$ cat src/rtl/tmr_recovery_sequencer.sv
// Single-fault recovery sequencer for triple-redundant cores: rollback history, register restore injection, PC reload.
// Optional TMR_RECOVERY_STATS_EN enables the saturating recovery_count; otherwise it is tied to zero.
module tmr_recovery_sequencer #(
  parameter int unsigned HIST_DEPTH   = 2,
  parameter logic [11:0] RESTORE_BASE = 12'h100,
  parameter int unsigned MAX_RETRY    = 3
) (
  input  logic        clk,
  input  logic        rst_in,
  input  logic [2:0]  voter_state,
  input  logic [31:0] pc_voted,
  input  logic [31:0] instr_voted,
  input  logic        instr_valid,
  input  logic        inj_ready,
  output logic [31:0] inj_instr,
  output logic        inj_valid,
  output logic [31:0] pc_restart,
  output logic        pc_restart_load,
  output logic        core_hold,
  output logic        recovery_active,
  output logic [1:0]  fault_core,
  output logic        fatal_err,
  output logic [7:0]  recovery_count,
  output logic [2:0]  state_dbg
);

  typedef enum logic [2:0] {
    S_IDLE, S_HOLD, S_INJ_RD, S_INJ_RS1, S_INJ_RS2, S_RESTART, S_FATAL
  } state_t;

  localparam int PW = (HIST_DEPTH > 1) ? $clog2(HIST_DEPTH) : 1;
  localparam int OW = $clog2(HIST_DEPTH + 1);
  localparam logic [PW-1:0] WP_LAST   = PW'(HIST_DEPTH - 1);
  localparam logic [OW-1:0] OCC_FULL  = OW'(HIST_DEPTH);
  localparam logic [PW:0]   DEPTH_EXT = (PW+1)'(HIST_DEPTH);
  localparam logic [2:0]    RETRY_MAX = 3'(MAX_RETRY);

  state_t state, state_nxt;

  // History keeps only the PC and the three register fields needed for restore.
  logic [31:0]   hist_pc   [HIST_DEPTH];
  logic [14:0]   hist_regs [HIST_DEPTH];
  logic [PW-1:0] wp;
  logic [OW-1:0] occ;
  logic [PW:0]   oldest_sum;
  logic [PW-1:0] oldest;
  logic [2:0]    retry;

  logic [31:0] e_pc;
  logic [14:0] e_regs;
  logic        e_valid;
  logic [1:0]  fault_idx;

  logic [1:0]  agree_cnt;
  logic        push;
  logic        in_inj;
  logic [4:0]  cur_reg;
  logic [11:0] restore_imm;
  logic        inj_want;

  logic unused_instr_bits;
  assign unused_instr_bits = ^{instr_voted[31:25], instr_voted[14:12], instr_voted[6:0]};

  assign agree_cnt = 2'(voter_state[0]) + 2'(voter_state[1]) + 2'(voter_state[2]);
  assign push      = (state == S_IDLE) && instr_valid && (voter_state == 3'b111);

  always_comb begin
    oldest_sum = (PW+1)'(wp) + DEPTH_EXT - (PW+1)'(occ);
    if (oldest_sum >= DEPTH_EXT) begin
      oldest_sum = oldest_sum - DEPTH_EXT;
    end
    oldest = oldest_sum[PW-1:0];
  end

  always_comb begin
    case (state)
      S_INJ_RS1: cur_reg = e_regs[9:5];
      S_INJ_RS2: cur_reg = e_regs[14:10];
      default:   cur_reg = e_regs[4:0];
    endcase
  end

  // inj_valid/inj_ready: while inj_valid is high inj_instr is held constant; the
  // transfer happens on the rising edge where both are high, and only then does the FSM advance.
  assign in_inj      = (state == S_INJ_RD) || (state == S_INJ_RS1) || (state == S_INJ_RS2);
  assign inj_want    = in_inj && e_valid && (cur_reg != 5'd0);
  assign restore_imm = RESTORE_BASE + {5'd0, cur_reg, 2'b00};

  always_ff @(posedge clk) begin
    if (rst_in) begin
      state <= S_IDLE;
    end else begin
      state <= state_nxt;
    end
  end

  always_comb begin
    state_nxt = state;
    case (state)
      S_IDLE: begin
        if (agree_cnt < 2'd2)       state_nxt = S_FATAL;
        else if (agree_cnt == 2'd2) state_nxt = S_HOLD;
      end
      S_HOLD:    state_nxt = (retry == RETRY_MAX) ? S_FATAL : S_INJ_RD;
      S_INJ_RD:  if (!inj_want || inj_ready) state_nxt = S_INJ_RS1;
      S_INJ_RS1: if (!inj_want || inj_ready) state_nxt = S_INJ_RS2;
      S_INJ_RS2: if (!inj_want || inj_ready) state_nxt = S_RESTART;
      S_RESTART: state_nxt = S_IDLE;
      S_FATAL:   state_nxt = S_FATAL;
      default:   state_nxt = S_IDLE;
    endcase
  end

  always_ff @(posedge clk) begin
    if (push) begin
      hist_pc[wp]   <= pc_voted;
      hist_regs[wp] <= {instr_voted[24:20], instr_voted[19:15], instr_voted[11:7]};
    end
  end

  always_ff @(posedge clk) begin
    if (rst_in) begin
      wp        <= '0;
      occ       <= '0;
      retry     <= '0;
      e_pc      <= '0;
      e_regs    <= '0;
      e_valid   <= 1'b0;
      fault_idx <= 2'd0;
    end else begin
      case (state)
        S_IDLE: begin
          if (push) begin
            wp    <= (wp == WP_LAST) ? '0 : wp + PW'(1);
            retry <= '0;
            if (occ != OCC_FULL) occ <= occ + OW'(1);
          end else if (agree_cnt == 2'd2) begin
            fault_idx <= !voter_state[0] ? 2'd0 : (!voter_state[1] ? 2'd1 : 2'd2);
          end
        end
        S_HOLD: begin
          e_valid <= (occ != '0);
          e_pc    <= (occ != '0) ? hist_pc[oldest] : 32'h0;
          e_regs  <= hist_regs[oldest];
        end
        S_RESTART: begin
          occ   <= '0;
          retry <= retry + 3'd1;
        end
        default: ;
      endcase
    end
  end

`ifdef TMR_RECOVERY_STATS_EN
  logic [7:0] rec_cnt;
  always_ff @(posedge clk) begin
    if (rst_in) begin
      rec_cnt <= 8'd0;
    end else if (state == S_RESTART && rec_cnt != 8'hff) begin
      rec_cnt <= rec_cnt + 8'd1;
    end
  end
  assign recovery_count = rec_cnt;
`else
  assign recovery_count = 8'd0;
`endif

  assign inj_valid       = inj_want;
  assign inj_instr       = inj_want ? {restore_imm, 5'd0, 3'b010, cur_reg, 7'b0000011} : 32'h0;
  assign pc_restart_load = (state == S_RESTART);
  assign pc_restart      = (state == S_RESTART) ? e_pc : 32'h0;
  assign core_hold       = (state != S_IDLE);
  assign recovery_active = (state != S_IDLE);
  assign fatal_err       = (state == S_FATAL);
  assign fault_core      = fault_idx;
  assign state_dbg       = state;

endmodule

$ cat config.mk
export PLATFORM = sky130hd
export DESIGN_NAME = tmr_recovery_sequencer
export DESIGN_NICKNAME = d
export VERILOG_FILES = /design/src/rtl/tmr_recovery_sequencer.sv
export SDC_FILE = /design/constraint.sdc
export NUM_CORES = 1
export LEC_CHECK = 0
export ABC_CLOCK_PERIOD_IN_PS = 4850
export BUFFER_PORTS_ARGS = -buffer_cell sky130_fd_sc_hd__buf_2
export CORE_MARGIN = 3
export CORE_UTILIZATION = 53
export DETAILED_ROUTE_END_ITERATION = 8
export PLACE_DENSITY = 0.85
export SLEW_MARGIN = 20
export SYNTH_ARGS = -nofsm -noshare
export SYNTH_HDL_FRONTEND = slang
export SYNTH_SLANG_ARGS = --single-unit
$ cat constraint.sdc
create_clock -name clk -period 4.85 [get_ports clk]
set_input_delay 0.485 -clock clk [delete_from_list [all_inputs] [get_ports clk]]
set_output_delay 0.485 -clock clk [all_outputs]
set_load 0.03 [all_outputs]
**Yosys cells after proc, flatten, opt, wreduce, memory -nomap -nowiden**

Memory sizes are Yosys's and may differ from the RTL's. A register that Yosys moved wholly into a read port is not among the register bits.
Index checks and enable logic that the tools add are counted.
W data, S select, Z words.

- Bits in registers: 44
- Memory bits (writable): 94
- Input bits: 71
- Output and inout bits: 82
- Word-level logic and storage cells: 77
- Memories kept: 2

Memories:

| memory | words | bits a word | rd ports | clocked after memory_dff | write ports | RTL line | source |
|---|---|---|---|---|---|---|---|
| hist_pc | 2 | 32 | 1 | 0 | 1 | 41 | `logic [31:0] hist_pc [HIST_DEPTH];` |
| hist_regs | 2 | 15 | 1 | 1 | 1 | 42 | `logic [14:0] hist_regs [HIST_DEPTH];` |

- Add/sub/neg operators: 9
- $lt $le $gt $ge: 2
- Equality and inequality tests: 16
- Mux-type cells: 22
- Bitwise gates (word level): 1
- Reduce and logical (&&, ||, !) cells: 18

Operator list:

| cell | count |
|---|---|
| $mux W32 | 2 |
| $mux W30 | 1 |
| $mux W3 | 7 |
| $pmux W3 S6 | 1 |
| $eq A3 B3 Y1 const B | 4 |
| $add A9 B7 Y10 const A | 1 |
| $pmux W5 S2 | 1 |
| $eq A3 B2 Y1 const B | 3 |
| $mux W2 | 4 |
| $ne A2 B1 Y1 const B | 4 |
| $pmux W3 S2 | 1 |
| $reduce_and A3 Y1 | 2 |
| $reduce_bool A5 Y1 | 1 |
| $logic_and A1 B1 Y1 | 4 |
| $mux W1 | 4 |
| $ne A2 B2 Y1 const B | 2 |
| $pmux W2 S2 | 1 |
| $reduce_and A2 Y1 | 2 |
| $reduce_and A4 Y1 | 1 |
| $reduce_bool A2 Y1 | 2 |
| $add A3 B1 Y3 const B | 1 |
| $eq A3 B1 Y1 const B | 1 |
| $logic_not A3 Y1 | 1 |
| $logic_or A1 B1 Y1 | 3 |
| other kinds (14) | 14 |

**Logic depth before layout (Yosys ltp)**

- Depth in word-level cells: 9
- Mapped depth: 8
- Mapped depth without buffers: 6

**Worst setup path after synthesis**

OpenSTA, ideal clock, no wires.

- Path kind: register to register
- From: register state[0] (netlist: state_dbg[0])
- To: memory hist_pc[0][0], enable pin
- Setup time: 0.452 ns
- Data arrival time: 3.624 ns
- Data required time: 4.398 ns
- Slack: 0.774 ns
- Cell stages (with the launch flop): 6
- Buffers on the path: 2
- Period minus slack after synthesis: 4.076 ns
- Cells stage by stage: dfxtp_1 > buf_4 > or3_1 > or2_2 > buf_2 > nor2_1

- Longest elaborated chain between the ends: 5

RTL lines:

| item | RTL line | source |
|---|---|---|
| start: declaration | 38 | `state_t state, state_nxt;` |
| start signal: assignment | 93 | `state <= state_nxt;` |
| $logic_not A3 Y1 | 65 | `assign push = (state == S_IDLE) && instr_valid && (voter_state == 3'b111);` |
| $logic_and A1 B1 Y1 (2 in a row) | 65 |  |
| $mux W1 | 115 | `if (push) begin` |
| $mux W1 (implied by the code) | 116 | `hist_pc[wp] <= pc_voted;` |
| end: declaration | 41 |  |

No other way between the ends.

**Final worst setup path**

- From: register state[2] (netlist: state_dbg[2])
- To: output port inj_instr[1]

- Longest elaborated chain between the ends: 6
- Elaborated cells between the ends (all ways): 10
- Those cells by class: eq/ne: 3; mux: 2; reduce/logical: 5

RTL lines:

| item | RTL line | source |
|---|---|---|
| branches (longest 4 deep; another with $pmux W5 S2) | n/a |  |
| $logic_and A1 B1 Y1 (*) | 86 | `assign inj_want = in_inj && e_valid && (cur_reg != 5'd0);` |
| $mux W30 (*) | 170 | `assign inj_instr = inj_want ? {restore_imm, 5'd0, 3'b010, cur_reg, 7'b0000011} : 32'h0;` |
| end: declaration | 15 | `output logic [31:0] inj_instr,` |

Mark *: on every way between the ends.

==> metrics.cfg <==
[worst_setup_path]
crit_type = register to primary output
worstPathRequired_ns = 4.37
reg2reg_to = e_pc[2]
reg2reg_depth = 7
end_kind = primary output
critPathMaxFanout = 22
slowest_delay_ns = 0.72
r2r_slack_ns = 2.08
crit_path_start = state_dbg[2]
crit_path_start_kind = register
worst_path_max_delay_cell = dfxtp_1
r2r-start = state_dbg[0]
endpoint = inj_instr[1]
critical_path_arrival_ns = 2.59
crit_chain = or3b_1 > o32a_1 > a22oi_2 > a31oi_1 > buf_2

[drt]
wl_mm = 12.4
via_per_inst = 5.38
ant_nets = 0
drc = 0
drt_first_pass_iters = 5
wl_per_cell_um = 16.6
initialDrtViolationCount = 221
vias = 4017

[synthesis]
postSynthAreaPerCell_um2 = 12.7
synth_flop_cell = edfxtp_1
netlist_area_um2 = 6330
yosys_warnings = 0
syn_inst = 499
synth_seq_cells = 153
seq_area_frac_synth_pct = 63.2
async_flop_share_pct = 0
ys_types = 46
synth_enable_flop_cells = 94

[power_and_ir_drop]
power_leakage_nw = 2.96
pwr_density_cell_nw_per_um2 = 428
peakVddDrop_v = 0.000327

[worst_hold_path]
min_path_type = primary input to register
hp-start = pc_voted[18]

[sta]
finalHoldViolCount = 0
min_period_ns = 3.08
fin_crit_sh_pct = 63.4
slew_viol_final = 0
setup_tns_ns = 0
tightest_slew_ns = 0.815
holdWs_ns = 0.258
fmax_mhz = 325
slew_headroom_pct = 45.4
finClkSkew_ns = 0.00735
rsz0062_at_grt = no
final-setup-viol-count = 0

[global_routing]
overflow = 0
grt_pass1_vias = 4067
grt_max_degree = 61
antenna_found_initial = 2
grt_first_pass_wirelength_mm = 19.6
grt_usage_pct = 19.4

[clock_network]
root_buffer = clkbuf_16
cts_setup_buffers = 0
clk_latency_ns = 0.42
clock_sinks = 153
cts_resized = 0
clock_path_buffers = 2
cts_buffers = 17
path_clk_slew_ns = 0.06
cts_tree = built
cts_max_level = 4
cts.hold.buffers_added = 0

[placement]
dp_hpwl_mm = 7.85
gp_congestion = 0.855
numPortBuffers = 109

[run_status]
status = completed

[floorplan]
die_area_um2 = 13300
boundaryPins = 153
core_um2 = 11600
die_w_um = 115
die_h_um = 115
start_util_pct = 54.8
fp-row-count = 39

[layout]
drive_gt1_share_pct = 31.8
diodes = 0
syn_to_final_growth_pct = 17.6
fin_nets = 667
final_util_pct = 64.4

[flow_run]
cap_viol_max_count = 0

[per-layer routing]
metal | vias to the layer above | wire [µm] | track usage, % | share of wire (%)
met1 | 1928 | 4910 | 22.4 | 40
met4 | 4 | 73 | 6.57 | 0.59
met5 | - | 23 | 0 | 0.18
met2 | 156 | 6560 | 33.5 | 53
met3 | 8 | 866 | 6.95 | 7.0
li1 | 1921 | - | - | -
[critical path: cells and delay by family (launching register included)]
kind            cells  cell delay (ns)
flops               1             0.72
simple gates        1             0.51
buf+inv             1             0.24
compound gates      3             0.70
[cell usage in the layout (no fill, tap or decap), types with 15 or more instances in the layout]
| cell | synthesis | final |
|---|---|---|
| mux2i_1 | 17 | 17 |
| buf_2 | 9 | 108 |
| conb_1 | 1 | 26 |
| dfxtp_1 | 59 | 59 |
| a211oi_1 | 15 | 15 |
| mux2_2 | 32 | 32 |
| nor2_1 | 70 | 68 |
| and2_1 | 32 | 32 |
| clkbuf_16 | 0 | 17 |
| a22oi_1 | 32 | 32 |
| edfxtp_1 | 94 | 94 |
[power breakdown]
group          internal (mW)  total (mW)  switching, mW
registers               1.42        1.46         0.0432
logic                  0.126       0.350          0.224
clock network          0.865        1.37          0.507
total                   2.41        3.18          0.774
[how the worst min path moves through the flow]
stage / to / slack [ns] / cells after the start
4_1_cts: hist_regs[1][12] / 0.24 / 1
2_1_floorplan: retry[1] / 0.45 / 2
5_1_grt: hist_regs[1][3] / 0.23 / 1
3_5_place_dp: fault_core[0] / 0.45 / 2
3_3_place_gp: fault_core[0] / 0.44 / 2
6_report: hist_pc[1][18] / 0.26 / 1
[per-stage QoR]
stage               area (µm²)  instances  setup WS [ns]  total power, mW
floorplan                 6430        524          0.774             1.77
global placement          6820        715           2.14             1.82
detailed placement        6820        715           2.04             1.84
CTS                       7440        747           1.78             3.21
global route              7450        747           1.61             3.31
finish                    7450        747           1.77             3.18
[cells in the mapped netlist (2+ instances only)]
master / number / area, µm²
edfxtp_1: 94 / 2820
nor2_1: 70 / 263
dfxtp_1: 59 / 1180
buf_4: 38 / 285
a22oi_1: 32 / 240
and2_1: 32 / 200
mux2_2: 32 / 360
clkbuf_1: 20 / 75.1
mux2i_1: 17 / 170
a211oi_1: 15 / 113
buf_2: 9 / 45.0
a21oi_1: 8 / 40.0
nand2_1: 8 / 30.0
inv_1: 7 / 26.3
o21ai_0: 5 / 25.0
o32a_1: 5 / 50.1
ha_1: 4 / 50.1
nor3_1: 4 / 20.0
nor3b_1: 4 / 30.0
nand3_1: 3 / 15.0
xnor2_1: 3 / 26.3
a22oi_2: 2 / 25.0
a31oi_1: 2 / 12.5
mux2_4: 2 / 30.0
o21ai_1: 2 / 10.0
or3_1: 2 / 12.5
[state kept, by name, summed over array words and instances (netlist names)]
signal / cells
wp: 1
e_pc: 32
state_dbg: 3
fault_core: 2
e_valid: 1
e_regs: 15
retry: 3
hist_regs: 30
hist_pc: 64
occ: 2
[area by class of cell]
cell class	instances	area, µm²
flip-flops and latches	153	4000
clock inverters	14	195
clock buffers	18	429
repair buffers	115	593
fillers	844	4120
multi-input cells	296	2020
inverters	8	30.0
well taps	143	179
[logic make-up after synthesis]
| kind of cell | Yosys count | share of synthesized area, % |
|---|---|---|
| xor gates and xnor gates | 3 | 0.415 |
| DFF | 153 | 63.2 |
| muxes | 51 | 8.85 |
| AOI/OAI and AO/OA | 75 | 8.95 |
| buffers and inverters | 75 | 6.87 |
| and+or+nand+nor | 136 | 10.5 |
| adders and majority gates | 5 | 1.11 |
| other | 1 | 0.0592 |
Note: power is estimated with default switching activity, not from simulation.
